**config.mk**
```make
export PLATFORM = sky130hd
export DESIGN_NAME = burst_memory
export DESIGN_NICKNAME = d
export VERILOG_FILES = /design/src/rtl/burst_memory.sv
export SDC_FILE = /design/constraint.sdc
export NUM_CORES = 2
export LEC_CHECK = 0
export CORE_UTILIZATION = 50
export DETAILED_ROUTE_END_ITERATION = 8
export PLACE_DENSITY = 0.65
export SLEW_MARGIN = 20
export SYNTH_ARGS = -nofsm -noshare
export SYNTH_HDL_FRONTEND = slang
export SYNTH_SLANG_ARGS = --single-unit
```
**constraint.sdc**
```tcl
create_clock -name clk -period 4.8 [get_ports clk]
set_input_delay 0.96 -clock clk [delete_from_list [all_inputs] [get_ports clk]]
set_output_delay 0.96 -clock clk [all_outputs]
set_load 0.01 [all_outputs]
```
**src/rtl/burst_memory.sv**
```systemverilog
// rtl/burst_memory.sv - single-port burst memory with byte-enabled writes and registered read beats
module burst_memory #(
    parameter int WIDTH      = 32,
    parameter int DEPTH      = 64,
    parameter int ADDR_WIDTH = $clog2(DEPTH),
    parameter int LEN_WIDTH  = 4,
    parameter int WRAP       = 0
) (
    input  logic                  clk,
    input  logic                  res,
    input  logic                  valid,
    input  logic                  wr_rd,
    input  logic [ADDR_WIDTH-1:0] addr,
    input  logic [LEN_WIDTH-1:0]  len,
    input  logic [WIDTH-1:0]      wdata,
    input  logic [WIDTH/8-1:0]    be,
    output logic                  ready,
    output logic [WIDTH-1:0]      rdata,
    output logic                  rvalid,
    output logic                  rlast,
    output logic                  busy,
    output logic                  err
);
    localparam int EW = ADDR_WIDTH + LEN_WIDTH + 1;

    typedef enum logic [1:0] {IDLE, WRITE, READ} state_t;

    state_t                state, state_next;
    logic [WIDTH-1:0]      mem [DEPTH];
    logic [ADDR_WIDTH-1:0] cur_addr, addr_next, mem_addr;
    logic [LEN_WIDTH-1:0]  rem, rem_next;
    logic                  mem_we, mem_re, last_beat, err_next, cmd_ok;
    logic [EW-1:0]         end_addr;

    function automatic logic [ADDR_WIDTH-1:0] addr_inc(input logic [ADDR_WIDTH-1:0] a);
        return (a == ADDR_WIDTH'(DEPTH - 1)) ? '0 : a + ADDR_WIDTH'(1);
    endfunction

    assign end_addr = EW'(addr) + EW'(len);
    assign cmd_ok   = (WRAP != 0) || (end_addr <= EW'(DEPTH - 1));
    assign ready    = (state != READ) && !res;
    assign busy     = (state != IDLE);

    always_ff @(posedge clk) begin
        if (res) state <= IDLE;
        else     state <= state_next;
    end

    // rem counts beats still owed after the one being handled this cycle
    always_comb begin
        state_next = state;
        mem_we     = 1'b0;
        mem_re     = 1'b0;
        mem_addr   = cur_addr;
        addr_next  = cur_addr;
        rem_next   = rem;
        last_beat  = 1'b0;
        err_next   = 1'b0;
        case (state)
            IDLE: begin
                if (valid) begin
                    if (!cmd_ok) begin
                        err_next = 1'b1;
                    end else begin
                        mem_we    = wr_rd;
                        mem_re    = !wr_rd;
                        mem_addr  = addr;
                        addr_next = addr_inc(addr);
                        rem_next  = len;
                        last_beat = !wr_rd && (len == '0);
                        if (len != '0) state_next = wr_rd ? WRITE : READ;
                    end
                end
            end
            WRITE: begin
                if (valid) begin
                    mem_we    = 1'b1;
                    addr_next = addr_inc(cur_addr);
                    rem_next  = rem - LEN_WIDTH'(1);
                    if (rem == LEN_WIDTH'(1)) state_next = IDLE;
                end
            end
            READ: begin
                mem_re    = 1'b1;
                addr_next = addr_inc(cur_addr);
                rem_next  = rem - LEN_WIDTH'(1);
                last_beat = (rem == LEN_WIDTH'(1));
                if (rem == LEN_WIDTH'(1)) state_next = IDLE;
            end
            default: state_next = IDLE;
        endcase
    end

    always_ff @(posedge clk) begin
        if (res) begin
            for (int i = 0; i < DEPTH; i++) mem[i] <= '0;
            cur_addr <= '0;
            rem      <= '0;
            rdata    <= '0;
            rvalid   <= 1'b0;
            rlast    <= 1'b0;
            err      <= 1'b0;
        end else begin
            cur_addr <= addr_next;
            rem      <= rem_next;
            rvalid   <= mem_re;
            rlast    <= last_beat;
            err      <= err_next;
            if (mem_re) rdata <= mem[mem_addr];
            if (mem_we) begin
                for (int k = 0; k < WIDTH / 8; k++) begin
                    if (be[k]) mem[mem_addr][8*k +: 8] <= wdata[8*k +: 8];
                end
            end
        end
    end
endmodule

```
### After elaboration in Yosys (flattened, before gate mapping)

Memories as Yosys holds them, arrays and structs flattened. A register that Yosys moved wholly into a read port is not among the register bits.
Cells that the tools add are included.

| word-level totals | value |
|---|---|
| memory bits (read-only) | 0 |
| flip-flop bits (word level) | 15 |
| bits in latches | 0 |
| memories | 1 |
| input bits | 50 |
| RAM bits | 2048 |

| operators by class | value |
|---|---|
| shifts and indexed selects | 0 |
| order comparisons | 1 |
| reduce and logical (&&, ||, !) cells | 13 |
| muxes and demuxes | 52 |
| equal/unequal tests | 10 |
| add/sub/neg operators | 4 |
| bitwise logic cells | 2 |
| multipliers | 0 |
| div/mod/pow operators | 0 |

Memory list:

| name | words | width | rd ports | clocked after Yosys merged registers in | wr ports | RTL line | text |
|---|---|---|---|---|---|---|---|
| mem | 64 | 32 | 1 | 1 | 64 | 29 | `logic [WIDTH-1:0] mem [DEPTH];` |

Operator list:

| cell | count |
|---|---|
| 6-bit 2-to-1 mux | 9 |
| 32-bit 2-to-1 mux | 1 |
| 32-bit OR reduction | 1 |
| 1-bit 2-to-1 mux | 26 |
| 6-bit case mux with 3 select lines | 1 |
| 4-bit 2-to-1 mux | 4 |
| 6-bit by 1-bit adder with 6-bit output (second input constant) | 2 |
| 6-bit == test (second input constant) | 2 |
| 2-bit 2-to-1 mux | 6 |
| 4-bit case mux with 3 select lines | 1 |
| 2-bit inequality test (second input constant) | 5 |
| 4-bit AND reduction | 2 |
| 6-bit by 4-bit adder with 7-bit output | 1 |
| 7-bit by 6-bit <= comparator with 1-bit output (second input constant) | 1 |
| 1-bit case mux with 2 select lines | 3 |
| 2-bit case mux with 3 select lines | 1 |
| 4-bit by 1-bit == test with 1-bit output (second input constant) | 1 |
| 4-bit zero test | 1 |
| 4-bit nonzero test | 1 |
| 4-bit by 1-bit subtractor with 4-bit output (second input constant) | 1 |
| 3-bit nonzero test | 1 |
| 3-bit OR reduction | 1 |
| 2-bit by 1-bit == test with 1-bit output (second input constant) | 1 |
| 2-bit == test (second input constant) | 1 |
| 5 further kinds | 8 |

### Logic depth before layout (Yosys ltp)

| logic depth | value |
|---|---|
| depth in word-level cells | 10 |
| depth in mapped cells | 17 |
| depth with buffers taken out | 12 |

### Least setup slack after synthesis

No wires, ideal clock.

| timing path | value |
|---|---|
| path type | input-to-reg |
| start point | input addr[0] |
| end point | memory mem[18][16] (enable) |
| stages | 14 |
| data arrival time | 3.732 ns |
| buffers on the path | 4 |
| setup slack | 0.742 ns |
| required time | 4.474 ns |
| setup time | 0.326 ns |
| cells stage by stage | ha_1 > inv_1 > fa_1 > and2b_1 > o21a_1 > buf_6 > o211ai_2 > buf_6 > nor2_1 > clkbuf_1 > nand2_1 > nor2_1 > buf_2 > a21o_1 |

RTL lines:

| what | RTL line | text |
|---|---|---|
| from (decl) | 13 | `input logic [ADDR_WIDTH-1:0] addr,` |
| to (decl) | 29 |  |

### Worst setup path after layout

| timing path | value |
|---|---|
| start point | input addr[0] |
| end point | register rdata[30], read port of mem |

| between the ends | value |
|---|---|
| longest elaborated chain between the ends | 5 |
| elaborated cells on any way between the ends | 8 |

Ends and longest elaborated chain:

| what | RTL line | text |
|---|---|---|
| 6-bit by 4-bit adder with 7-bit output | 39 | `assign end_addr = EW'(addr) + EW'(len);` |
| 7-bit by 6-bit <= comparator with 1-bit output | 40 | `assign cmd_ok = (WRAP != 0) \|\| (end_addr <= EW'(DEPTH - 1));` |
| 1-bit 2-to-1 mux or 6-bit 2-to-1 mux (tied branches) | 62 | `if (!cmd_ok) begin` |
| 1-bit 2-to-1 mux or 6-bit 2-to-1 mux (tied branches) | 61 | `if (valid) begin` |
| 1-bit case mux with 2 select lines or 6-bit 2-to-1 mux (tied branches) | 59 | `case (state)` |
| to (decl) | 18 | `output logic [WIDTH-1:0] rdata,` |

Parallel ways exist; a longest one is shown, timed or not.
A chain may end at the register's enable or synchronous reset.

==> run_results.csv <==
group,metric,value,unit
yosys,synth.most_common_cell,"edfxtp_1",
floorplanning,pin_count,87,
sta,setup_viol,0,
clocking,cts_tree,"done",
detailed_routing,drt_iter0_markers,13540,
yosys,synth_common_cells,"edfxtp_1 (2048), and3_1 (1611), nand2_1 (753), clkbuf_1 (679), nor2_1 (531)",
yosys,synthArstFlopShare,0,%
sta,drv_slew,0,
floorplanning,num_rows,159,
detailed_routing,wl_per_cell,31.71,um
floorplanning,die_height,438.4,um
clocking,cts_buffer_depth,3,
yosys,synth_top_area_share,64.58,%
power,p_per_area,449.8,nW/um^2
place,port-buffer-count,86,
yosys,ys_seq_area_share,65.57,%
global_route,track_usage,36.84,%
detailed_routing,drt_first_pass_iters,9,
sta,finalWorstSetupSlack,0.1370,ns
sta,clock.fmax,0.2145,GHz
layout,layout-drive-gt1-share,22.26,%
sta,final.min_clock_period,4.663,ns
global_route,grt_pass1_wl,515300,um
sta,worst-slew-pin-transition,1.152,ns
place,gp_congestion,1.021,
detailed_routing,drc_errors,16,
setup_path,worst_setup_path_end_kind,"flop",
clocking,postCtsSetupBuffers,0,
detailed_routing,routed_wl,360100,um
global_route,first_global_vias,72830,
min_path,min_path_type,"in -> reg",
min_path,hold_depth,2,
place,pre_cts_slack,-0.6979,ns
yosys,syn-num-nets,7882,
setup_path,required,5.53,ns
detailed_routing,via_count,76230,
yosys,syn-instance-count,7821,
run,cap_violations,0,
sta,finalCritPeriodShare,97.15,%
setup_path,critPathArrivalTime,5.40,ns
layout,stdcell_count,11360,
clocking,clkTransAtPathRegs,0.06,ns
outcome,violations,"design-rule violations",
power,power.leakage,50.32,nW
layout,area_delta_synth_final,23.49,%
clocking,cts.sinks,2095,
global_route,grt_max_degree,116,
clocking,ctsResizeCount,0,
outcome,status,"complete, but fails checks",
setup_path,r2r-end,"rdata[30]",
sta,clock_skew,0.02716,ns
clocking,htree_levels,4,
setup_path,r2r_slack,0.74,ns
clocking,cts-buffers-inserted,215,
sta,relSlewSlack,22.88,%
yosys,netlist_area,95230,sq um
setup_path,regToRegStartpoint,"state[0]",
sta,finalHoldViolCount,0,
global_route,grt_overflow_total,0,
yosys,dominantRegCellSynth,"edfxtp_1",
place,dpl.cell_count,10940,
yosys,yosysWarningCount,0,
floorplanning,die_x,438.4,um
yosys,synth.area.top_cells,"edfxtp_1 (65%), and3_1 (11%), nand2_1 (3.0%)",
detailed_routing,ant_nets,0,
yosys,synth-edff-count,2048,
place,place_area,110400,sq um
floorplanning,dieArea,192200,sq um
detailed_routing,avgViaCountPerCell,6.712,
layout,finalInstanceArea,117600,sq um
floorplanning,design.core.area,188400,sq um
min_path,hold_end,"rlast",
setup_path,worstSetupStartpointType,"input pin",
clocking,cts_root_buffer,"clkbuf_16",
yosys,ys_ff_latch,2095,
global_route,antenna_found_initial,33,
clocking,clkLatencyLatePin,0.89,ns
power,peakVddDrop,385.7,uV
min_path,worstHoldStart,"res",
power,power,0.05290,W
layout,fin_nets,8725,
setup_path,worstPathMaxFanout,7,
yosys,avgSynthCellArea,12.18,sq um
place,place_hpwl,243800,um
setup_path,path_class,"in -> reg",
sta,rsz0062_at_grt,"false",
floorplanning,initial_utilization,50.55,%
setup_path,ff2ff_path_depth,12,
yosys,synth_cell_types,75,
yosys,synth_top_cell_by_area,"edfxtp_1",
clocking,ctsHoldBuffers,0,
cell usage in the layout (no fill, tap or decap), types with 11 or more instances in the layout:
cell type	n
a22o_1	84
nor3_1	12
inv_1	15
a21o_1	258
buf_12	294
o221ai_1	40
clkinv_2	54
buf_2	32
o21ai_0	54
a221oi_1	44
bufinv_16	27
edfxtp_1	2048
clkdlybuf4s50_1	53
mux2i_1	100
dfxtp_1	47
o211ai_1	55
a22oi_1	200
o2bb2ai_1	34
and3_1	1611
a211oi_1	12
nor2_2	11
clkinv_1	42
a311oi_1	48
buf_4	1196
a222oi_1	145
mux2_2	34
a31oi_1	129
nor2_1	504
clkbuf_16	222
a2111oi_0	17
clkbuf_1	39
nor2_4	35
nand2_1	748
o22ai_1	14
nand3_1	73
a21oi_1	351
a221o_1	18
metrics by stage:
step | utilization (%) | hold WS, ns | TNS [ns]
finish | 62.42 | 0.4489 | 0
global route | 62.41 | 0.4637 | 0
CTS | 62.41 | 0.4214 | 0
detailed placement | 58.59 | 0.4841 | -100.22
global placement | 58.58 | 0.4684 | -133.51
floorplan | - | 0.4581 | 0
registers in the layout, summed over array words and instances (netlist names):
name      flops
cur_addr      6
err           1
mem        2048
rdata        32
rem           4
rlast         1
rvalid        1
state         2
cells by family (layout without fill, tap and decap cells):
kind of cell    count (synthesis)  count (layout)  share of synthesized area (%)
fa+ha+maj                      11              11                         0.1524
flops                        2095            2095                          65.57
simple gates                 3044            3044                          16.56
compound gates               1566            1566                          11.99
buf+inv                       965            1999                          4.212
other cells                     0               6                              0
mux                           136             136                          1.477
xor+xnor                        4               4                        0.03679
critical path, stage by stage:
cell	delay, ns
clkdlybuf4s50_1	0.50
ha_1	0.16
inv_1	0.06
fa_1	0.46
and2b_1	0.28
buf_12	0.12
buf_4	0.13
o211ai_1	0.15
buf_4	0.19
o211ai_4	0.21
nor3_4	0.14
buf_12	0.18
buf_12	0.14
a222oi_1	0.31
a31oi_1	0.26
a2111oi_1	0.94
a311oi_1	0.21
power breakdown:
group	switching [W]	internal, W	total (W)
combinational	0.00920	0.00512	0.0143
clock	0.00736	0.00998	0.0173
sequential	0.000499	0.0207	0.0212
total	0.0171	0.0358	0.0529
layer usage:
metal  track usage, %  part of all wire, %  vias to the layer above
met5                0                0.036                        -
met4            18.28                  5.9                       22
met1            49.61                   36                    37290
met3            8.066                   13                     1154
met2            56.52                   45                     6256
li1                 -                    -                    31500
worst max path at each step:
| stage | startpoint | cells after the start | slack, ns | end |
|---|---|---|---|---|
| floorplan | addr[0] | 14 | 0.74 | mem[18][16] |
| global placement | addr[0] | 18 | -0.91 | rdata[30] |
| detailed placement | addr[0] | 17 | -0.70 | rdata[30] |
| CTS | addr[0] | 17 | 0.21 | rdata[30] |
| global route | addr[0] | 16 | 0.13 | rdata[30] |
| finish | addr[0] | 17 | 0.14 | rdata[30] |
area by class of cell:
class | instances | area [sq um]
Fill cell | 14240 | 70800
Sequential cell | 2095 | 62440
Multi-Input combinational cell | 4761 | 29190
Timing Repair Buffer | 1576 | 15570
Clock buffer | 267 | 5784
Tap cell | 2495 | 3122
Clock inverter | 141 | 1424
Inverter | 15 | 56.30
Antenna cell | 6 | 15.01
No activity file was read; power rests on OpenSTA's default activity.
